`config.mk`:
```
export PLATFORM = sky130hd
export DESIGN_NAME = imm_gen_pipe
export DESIGN_NICKNAME = d
export VERILOG_FILES = /design/src/rtl/imm_gen_pipe.sv
export SDC_FILE = /design/constraint.sdc
export NUM_CORES = 1
export LEC_CHECK = 0
export ABC_CLOCK_PERIOD_IN_PS = 2700
export BUFFER_PORTS_ARGS = -buffer_cell sky130_fd_sc_hd__buf_2
export CORE_ASPECT_RATIO = 1.75
export CORE_MARGIN = 2
export CORE_UTILIZATION = 35
export CTS_CLUSTER_SIZE = 14
export DETAILED_ROUTE_END_ITERATION = 7
export PLACE_DENSITY = 0.55
export REMOVE_ABC_BUFFERS = 1
export SYNTH_ARGS = -nofsm -noshare
export SYNTH_HDL_FRONTEND = slang
export SYNTH_SLANG_ARGS = --single-unit
export TNS_END_PERCENT = 50
```
`constraint.sdc`:
```
create_clock -name clk -period 2.7 [get_ports clk]
set_input_delay 0.54 -clock clk [delete_from_list [all_inputs] [get_ports clk]]
set_output_delay 0.54 -clock clk [all_outputs]
set_load 0.1 [all_outputs]
```
`src/rtl/imm_gen_pipe.sv`:
```
// Pipelined RISC-V immediate extender: decodes I/S/B/U/J/zimm (or opcode-driven AUTO)
// into an XLEN-wide operand behind a valid/ready handshake with optional 2-entry skid.
module imm_gen_pipe #(
   parameter int XLEN = 32,
   parameter int SKID = 1
) (
   input  logic            clk,
   input  logic            rst,
   input  logic            in_valid,
   output logic            in_ready,
   input  logic [31:0]     inst,
   input  logic [2:0]      imm_sel,
   input  logic            flush,
   output logic            out_valid,
   input  logic            out_ready,
   output logic [XLEN-1:0] imm_out,
   output logic            fmt_err,
   output logic [7:0]      err_cnt
);

   localparam logic [2:0] FMT_I    = 3'b000;
   localparam logic [2:0] FMT_S    = 3'b001;
   localparam logic [2:0] FMT_B    = 3'b010;
   localparam logic [2:0] FMT_U    = 3'b011;
   localparam logic [2:0] FMT_J    = 3'b100;
   localparam logic [2:0] FMT_Z    = 3'b101;
   localparam logic [2:0] FMT_ERR  = 3'b110;
   localparam logic [2:0] FMT_AUTO = 3'b111;

   function automatic logic [2:0] auto_fmt(input logic [6:0] opc);
      logic [2:0] fmt;
      case (opc)
         7'b0010011, 7'b0000011, 7'b1100111, 7'b0001111, 7'b1110011: fmt = FMT_I;
         7'b0100011:             fmt = FMT_S;
         7'b1100011:             fmt = FMT_B;
         7'b0110111, 7'b0010111: fmt = FMT_U;
         7'b1101111:             fmt = FMT_J;
         default:                fmt = FMT_ERR;
      endcase
      return fmt;
   endfunction

   logic [2:0]      eff_sel;
   logic [31:0]     imm32;
   logic [XLEN-1:0] dec_imm;
   logic            dec_err;

   // Decode the offered beat into its extended immediate.
   always_comb begin
      if (imm_sel == FMT_AUTO) begin
         eff_sel = auto_fmt(inst[6:0]);
      end else begin
         eff_sel = imm_sel;
      end
      imm32   = 32'd0;
      dec_err = 1'b0;
      case (eff_sel)
         FMT_I:   imm32 = {{20{inst[31]}}, inst[31:20]};
         FMT_S:   imm32 = {{20{inst[31]}}, inst[31:25], inst[11:7]};
         FMT_B:   imm32 = {{19{inst[31]}}, inst[31], inst[7], inst[30:25], inst[11:8], 1'b0};
         FMT_U:   imm32 = {inst[31:12], 12'd0};
         FMT_J:   imm32 = {{11{inst[31]}}, inst[31], inst[19:12], inst[20], inst[30:21], 1'b0};
         FMT_Z:   imm32 = {27'd0, inst[19:15]};
         default: dec_err = 1'b1;
      endcase
      // Zimm has bit 31 clear, so sign-extending every format is safe.
      dec_imm        = {XLEN{imm32[31]}};
      dec_imm[31:0]  = imm32;
   end

   logic            out_valid_q, out_valid_d;
   logic [XLEN-1:0] out_imm_q, out_imm_d;
   logic            out_err_q, out_err_d;
   logic            skid_valid_q, skid_valid_d;
   logic [XLEN-1:0] skid_imm_q, skid_imm_d;
   logic            skid_err_q, skid_err_d;
   logic            in_ready_q, in_ready_d;
   logic [7:0]      err_cnt_q, err_cnt_d;
   logic            accept;
   logic            out_xfer;

   assign in_ready = (SKID != 0) ? in_ready_q : (!rst && (!out_valid_q || out_ready));
   assign accept   = in_valid && in_ready;
   assign out_xfer = out_valid_q && out_ready;

   // Next state of output register, skid entry, in_ready and error counter.
   always_comb begin
      out_valid_d  = out_valid_q;
      out_imm_d    = out_imm_q;
      out_err_d    = out_err_q;
      skid_valid_d = skid_valid_q;
      skid_imm_d   = skid_imm_q;
      skid_err_d   = skid_err_q;
      if (flush) begin
         out_valid_d  = 1'b0;
         skid_valid_d = 1'b0;
      end else if (!out_valid_q || out_ready) begin
         if (skid_valid_q) begin
            out_valid_d  = 1'b1;
            out_imm_d    = skid_imm_q;
            out_err_d    = skid_err_q;
            skid_valid_d = 1'b0;
         end else if (accept) begin
            out_valid_d = 1'b1;
            out_imm_d   = dec_imm;
            out_err_d   = dec_err;
         end else begin
            out_valid_d = 1'b0;
         end
      end else if ((SKID != 0) && accept && !skid_valid_q) begin
         skid_valid_d = 1'b1;
         skid_imm_d   = dec_imm;
         skid_err_d   = dec_err;
      end else begin
         skid_valid_d = skid_valid_q;
      end
      in_ready_d = !skid_valid_d;
      if (out_xfer && out_err_q && (err_cnt_q != 8'hFF)) begin
         err_cnt_d = err_cnt_q + 8'd1;
      end else begin
         err_cnt_d = err_cnt_q;
      end
   end

   // State registers with synchronous reset.
   always_ff @(posedge clk) begin
      if (rst) begin
         out_valid_q  <= 1'b0;
         out_imm_q    <= '0;
         out_err_q    <= 1'b0;
         skid_valid_q <= 1'b0;
         skid_imm_q   <= '0;
         skid_err_q   <= 1'b0;
         in_ready_q   <= 1'b0;
         err_cnt_q    <= 8'd0;
      end else begin
         out_valid_q  <= out_valid_d;
         out_imm_q    <= out_imm_d;
         out_err_q    <= out_err_d;
         skid_valid_q <= skid_valid_d;
         skid_imm_q   <= skid_imm_d;
         skid_err_q   <= skid_err_d;
         in_ready_q   <= in_ready_d;
         err_cnt_q    <= err_cnt_d;
      end
   end

   assign out_valid = out_valid_q;
   assign imm_out   = out_imm_q;
   assign fmt_err   = out_err_q;
   assign err_cnt   = err_cnt_q;

endmodule

```
Word-level counts from Yosys, hierarchy flattened --
Cells that the tools add are included.
Cells by class: multiplexer cells 13, equality and inequality tests 17, reductions and logical operators 17, add/sub/neg operators 1, bitwise operators 2
Operators with widths (count):
- one-hot mux 32 bit (6 select lines) | 1
- 2-to-1 mux 32 bit | 2
- equality test 7 bit, second input constant | 4
- one-hot mux 3 bit (5 select lines) | 1
- equality test 7 x 5 -> 1 bit, second input constant | 2
- equality test 7 x 6 -> 1 bit, second input constant | 2
- equality test 3 bit, second input constant | 3
- adder 8 x 1 -> 8 bit, second input constant | 1
- 2-to-1 mux 1 bit | 8
- != test 8 bit, second input constant | 1
- equality test 7 x 2 -> 1 bit, second input constant | 1
- equality test 7 x 4 -> 1 bit, second input constant | 1
- equality test 3 x 2 -> 1 bit, second input constant | 2
- AND reduction 3 bit | 2
- OR reduction 6 bit | 1
- logical AND 1 bit | 5
- OR reduction 5 bit | 1
- OR reduction 2 bit | 2
- equality test 3 x 1 -> 1 bit, second input constant | 1
- zero test 1 bit | 3
- zero test 3 bit | 1
- 2-to-1 mux 3 bit | 1
- NOT 1 bit | 2
- nonzero test 2 bit | 1
- logical OR 1 bit | 1
Word-level totals: bits in registers 77, word-level logic and storage cells 58, bits of input ports 40

Depth between registers and ports, before layout --
Gate-level depths: netlist of the first run.
depth in word-level cells 9, depth in mapped cells 9, depth with buffers taken out 7

Worst setup path before layout of the first run --
OpenSTA, ideal clock, no wires.
path type input-to-reg, start point in inst[2], end point reg skid_imm_q[0], stages 8, arrival time 2267 ps, path buffers 1, path slack 345 ps, data required time 2611 ps, cell sequence or3b_1 -> a2111oi_2 -> o21ai_2 -> buf_6 -> or3b_1 -> a21oi_2 -> a21oi_2 -> o31ai_2
On the way: word-level cells in the longest chain between the ends 6, elaborated cells between the ends (all ways) 21, classes of those cells eq/ne: 15; mux: 3; reduce/logical: 3
Ends and longest elaborated chain:
- from (decl) | line 11 | input logic [31:0] inst,
- equality test 7 x 5 -> 1 bit, or another cell as far along | line 32 | case (opc)
- OR reduction 5 bit / OR reduction 2 bit (equally long branches) | line 32
- one-hot mux 3 bit (5 select lines) (*) | line 32
- 2-to-1 mux 3 bit (*) | line 50 | if (imm_sel == FMT_AUTO) begin
- equality test 3 bit, or another cell as far along | line 57 | case (eff_sel)
- one-hot mux 32 bit (6 select lines) (*) | line 57
- to (signal assigned) | line 141 | skid_imm_q <= skid_imm_d;
- to (decl) | line 75 | logic [XLEN-1:0] skid_imm_q, skid_imm_d;
Mark *: on every way between the ends. The rest lies on a longest branch, timed or not. A chain may end at the register's enable or synchronous reset.

Worst setup path in the final report of the first run --
start point in inst[2], end point reg out_imm_q[15] (netlist: imm_out[15])
On the way: word-level cells in the longest chain between the ends 8, elaborated cells between the ends (all ways) 23, classes of those cells eq/ne: 15; mux: 5; reduce/logical: 3
Ends and longest elaborated chain:
- equality test 7 x 5 -> 1 bit, or another cell as far along | line 32
- OR reduction 5 bit / OR reduction 2 bit (equally long branches) | line 32
- one-hot mux 3 bit (5 select lines) (*) | line 32
- 2-to-1 mux 3 bit (*) | line 50
- equality test 3 bit, or another cell as far along | line 57
- one-hot mux 32 bit (6 select lines) (*) | line 57
- 2-to-1 mux 32 bit (*) | line 103 | end else if (accept) begin
- 2-to-1 mux 32 bit (*) | line 98 | if (skid_valid_q) begin
- to (signal assigned) | line 138 | out_imm_q <= out_imm_d;
- to (decl) | line 72 | logic [XLEN-1:0] out_imm_q, out_imm_d;
Mark *: on every way between the ends. The rest lies on a longest branch, timed or not. The select of a mux whose other input is x is not followed.

==> results of run 1 <==
==> Yosys cell counts, types with 3 or more instances <==
library cell   n
a211oi_1       9
a21oi_1       36
a21oi_2        3
a221oi_1      27
a22o_1         7
and3_1         5
and3_2         4
buf_2          3
clkbuf_1      21
dfxtp_1       77
inv_1          4
mux2i_1        7
nand2_1       58
nand3_1       10
nand4_1        3
nor2_1        22
nor3_1         6
o21ai_0       51
or3_1          3
or3b_1         3
xor2_1         4
==> worst min-delay path by stage <==
stage          slack (ns)  cells after the start                           to
2_1_floorplan        0.43                      2  skid_imm_q[31]$_SDFFE_PP0P_
3_3_place_gp         0.44                      2  skid_imm_q[31]$_SDFFE_PP0P_
3_5_place_dp         0.46                      2  skid_imm_q[31]$_SDFFE_PP0P_
4_1_cts              0.43                      2      skid_valid_q$_SDFF_PP0_
5_1_grt              0.45                      2   skid_imm_q[6]$_SDFFE_PP0P_
6_report             0.44                      2   skid_imm_q[6]$_SDFFE_PP0P_
==> report_power, final <==
part	switching, mW	total, mW	internal (mW)
logic	0.318	0.423	0.104
registers	0.0138	1.18	1.16
clock network	0.464	1.28	0.819
==> flip-flops by register name (all words and copies together) (netlist names) <==
signal,count
in_ready,1
imm_out,32
skid_err_q,1
skid_imm_q,32
skid_valid_q,1
err_cnt,8
out_valid,1
fmt_err,1
==> worst max-delay path: stages <==
cell and delay, ns:
buf_2 0.14, or3b_1 0.39, a2111oi_2 0.39, o21ai_2 0.13, nor2_2 0.24, nor3b_1 0.12, nor3_2 0.46, a221oi_1 0.16
==> logic make-up (layout without fill, tap and decap cells) <==
kind of cell               after synthesis  in the layout  synth area share
AOI/OAI and AO/OA                      151            151             0.290
xor gates and xnor gates                 6              6            0.0154
adders and majority gates                1              1           0.00367
buffers and inverters                   31            118            0.0378
DFF                                     77             77             0.452
muxes                                    7              7            0.0205
and+or+nand+nor                        128            128             0.181
==> layout make-up <==
type / instances / area, um2 / area share
clock inverters: 2 / 38.8 / 0.00892
well taps: 122 / 153 / 0.0351
inverters: 4 / 15.0 / 0.00345
flip-flops and latches: 77 / 1540 / 0.355
multi-input cells: 293 / 1750 / 0.402
clock buffers: 14 / 284 / 0.0653
repair buffers: 98 / 568 / 0.131
==> layer usage <==
metal  wire length (um)  global-route usage  up-vias  share of wire
met1               3930               0.211     1571           0.40
met4                129              0.0789        0          0.013
li1                   -                   -     1652              -
met5                  0                   0        -              0
met3                500              0.0428       10          0.050
met2               5360               0.356       96           0.54
==> impl_metrics.ini, run 1 <==
[timing]
relSlewSlack = 0.606
report.final.slew_viol_count = 0
fin_crit_ns = 2.38
hold_viol = 0
skew_ns = 0.00691
setup_violations = 0
rsz0062_at_grt = false
holdWs_ns = 0.442
tightest_slew_ns = 0.588
postLayoutSetupSlackWorst_ns = 0.318
post-route-period-util = 0.882
max_freq_ghz = 0.420
fin_setup_tns_ns = 0

[run]
max_cap_violations = 0

[hold_path]
min_from = inst[26]
hp-class = in -> reg

[final_layout]
drive_gt1_frac = 0.279
layout_commonest_cell = buf_2
area_growth_pct = 27.4
instances_no_fill = 610
antenna_cells = 0
fin_nets = 524
layout_common_cells = buf_2, dfxtp_1, nand2_1
final_util = 0.459
fill_cells = 964
design_area_um2 = 4350

[grt]
gr-total-overflow = 0
first_global_vias = 3253
grt_antenna_before_repair = 0
grt_util_all_layers = 0.194
grt_pass1_wl_mm = 16.0
grt_start_max_net_pins = 40

[place]
gp_congestion = 0.781
place_inst = 594
place_area_um2 = 4030
pre_cts_slack_ns = -0.0653
io_buffer_count = 82
hpwl_mm = 7.20

[run_status]
status = finished clean

[die]
row_count = 47
start_util = 0.361
die_h_um = 135
fp.dieArea_um2 = 10600
design.core.area_um2 = 9470
ios = 83
die_w_um = 78.7

[clock_network]
hold_buffers = 0
root_buffer = clkbuf_16
cts_resized = 0
clock_latency_ns = 0.34
cts_sinks = 77
htree_num_levels = 3
cts_buffer_depth = 2
cts_tree = built
cts_buffers = 9
cts_setup_buffers = 0
clk_pin_slew_ns = 0.06

[synthesis]
yosysTopAreaCellShare = 0.452
yosysWarnings = 0
synth-edff-count = 0
synth_area_leaders = dfxtp_1, o21ai_0, a221oi_1
synth_top_flop_cell = dfxtp_1
yosys.area.top_type = dfxtp_1
ys_seq_area_frac = 0.452
netlist_instances = 401
ys_types = 51
postSynthRegisterBits = 77
async_flop_share = 0
syn_avg_cell_area_um2 = 8.51
syn_area_um2 = 3410

[detailed_routing]
drtPass1Iterations = 4
wl_per_cell_um = 16.2
ant_nets = 0
wirelength_mm = 9.91
viasPerCell = 5.46
drc = 0
initialDrtViolationCount = 211
route.vias.total = 3329

[power_and_ir_drop]
cellPowerDensity_nw_per_um2 = 663
vdd_drop_max_mv = 0.385
p_leak_nw = 1.75
power_mw = 2.88

[critical_path]
arrival_ns = 2.57
path_max_fanout = 8
setup.worst_path.start = inst[2]
rrSetupSlack_ns = 0.83
reg2reg_depth = 5
r2r_end = skid_imm_q[18]$_SDFFE_PP0P_
crit_path_end = imm_out[15]$_SDFFE_PP0P_
critPathRequiredTime_ns = 2.89
cp-start-kind = primary input
cp-end-kind = register
timing_worst_setup_path_type = in -> reg
reg2reg_from = out_valid$_SDFFE_PP0P_
Note: power is estimated with default switching activity, not from simulation.
==> inputs of run 2 (changes only) <==
--- a/config.mk
+++ b/config.mk
@@ -10,6 +10,7 @@
 export CORE_ASPECT_RATIO = 1.75
 export CORE_MARGIN = 2
 export CORE_UTILIZATION = 35
+export CTS_BUF_LIST = sky130_fd_sc_hd__clkbuf_4 sky130_fd_sc_hd__clkbuf_8
 export CTS_CLUSTER_SIZE = 14
 export DETAILED_ROUTE_END_ITERATION = 7
 export PLACE_DENSITY = 0.55
==> impl_metrics.ini, run 2 (synthesized netlist as in run 1, its figures left out) <==
[run_status]
status = finished clean

[place]
gp_congestion = 0.781
place_area_um2 = 4030
io_buffer_count = 82
hpwl_mm = 7.20
pre_cts_slack_ns = -0.0653

[clock_network]
root_buffer = clkbuf_8
cts_setup_buffers = 0
clk_pin_slew_ns = 0.08
cts_tree = built
htree_num_levels = 3
cts_sinks = 77
cts_resized = 0
clock_latency_ns = 0.37
cts_buffers = 9
hold_buffers = 0
cts_buffer_depth = 2

[timing]
setup_violations = 0
holdWs_ns = 0.411
fin_crit_ns = 2.38
max_freq_ghz = 0.420
report.final.slew_viol_count = 0
skew_ns = 0.00535
tightest_slew_ns = 0.613
rsz0062_at_grt = false
fin_setup_tns_ns = 0
post-route-period-util = 0.882
hold_viol = 0
relSlewSlack = 0.589
postLayoutSetupSlackWorst_ns = 0.319

[detailed_routing]
wirelength_mm = 9.84
ant_nets = 0
wl_per_cell_um = 16.1
initialDrtViolationCount = 226
viasPerCell = 5.42
drc = 0
route.vias.total = 3307
drtPass1Iterations = 4

[grt]
grt_antenna_before_repair = 0
grt_start_max_net_pins = 40
grt_util_all_layers = 0.193
grt_pass1_wl_mm = 15.9
first_global_vias = 3236
gr-total-overflow = 0

[critical_path]
path_buf_inv = 1
worstPathCellList = buf_2 > or3b_1 > a2111oi_2 > o21ai_2 > nor2_2 > nor3b_1 > nor3_2 > a221oi_1
critPathTopFamily = simple AND/OR/NAND/NOR gates
slowest_delay_ns = 0.48
critPathRequiredTime_ns = 2.92
slowest_stage = nor3_2
timing_worst_setup_path_type = in -> reg
cp-start-kind = primary input
path_max_fanout = 8
cp-end-kind = register
arrival_ns = 2.60

[hold_path]
hp-class = in -> reg

[die]
start_util = 0.361
fp.dieArea_um2 = 10600
design.core.area_um2 = 9470
ios = 83
row_count = 47
die_w_um = 78.7
die_h_um = 135

[final_layout]
design_area_um2 = 4250
antenna_cells = 0
layout_commonest_cell = buf_2
area_growth_pct = 24.5
drive_gt1_frac = 0.281
fin_nets = 524
layout_common_cells = buf_2, dfxtp_1, nand2_1

[run]
max_cap_violations = 0

[power_and_ir_drop]
p_leak_nw = 1.70
vdd_drop_max_mv = 0.321
cellPowerDensity_nw_per_um2 = 603
-- run 2: cell counts in the layout (fill, tap and decap cells not counted) --
Identical to the previous run, type by type.
-- run 2: layout make-up --
cell class	count	area (um2)
Clock buffer	14	186
Clock inverter	2	38.8
Fill cell	968	5220
Inverter	4	15.0
Multi-Input combinational cell	293	1750
Sequential cell	77	1540
Tap cell	122	153
Timing Repair Buffer	98	568
-- run 2: final timing paths --
path / slack (ns) / start / to / cells past startpoint
max: 0.32 / inst[2] / imm_out[15]$_SDFFE_PP0P_ / 8
max reg2reg: 0.84 / out_valid$_SDFFE_PP0P_ / skid_imm_q[18]$_SDFFE_PP0P_ / 5
min reg2reg: 0.47 / imm_out[29]$_SDFFE_PP0P_ / imm_out[29]$_SDFFE_PP0P_ / 2
min: 0.41 / inst[26] / skid_imm_q[6]$_SDFFE_PP0P_ / 2
-- run 2: metrics by stage --
step / utilization / total power, mW / instances
global placement: 0.425 / 1.62 / 594
detailed placement: 0.425 / 1.63 / 594
finish: 0.449 / 2.56 / 610
CTS: 0.449 / 2.59 / 610
floorplan: - / 1.49 / 374
global route: 0.449 / 2.67 / 610
-- run 2: report_power, final --
part	switching, mW	internal, mW	total [mW]
registers	0.0139	1.16	1.17
clock network	0.427	0.540	0.968
logic	0.318	0.104	0.422
-- run 2: per-layer routing --
layer / vias to the layer above / global-route usage / share of wire
met4: 0 / 0.0702 / 0.018
met5: - / 0 / 0
met2: 77 / 0.347 / 0.52
met3: 13 / 0.0528 / 0.045
li1: 1656 / - / -
met1: 1561 / 0.214 / 0.41
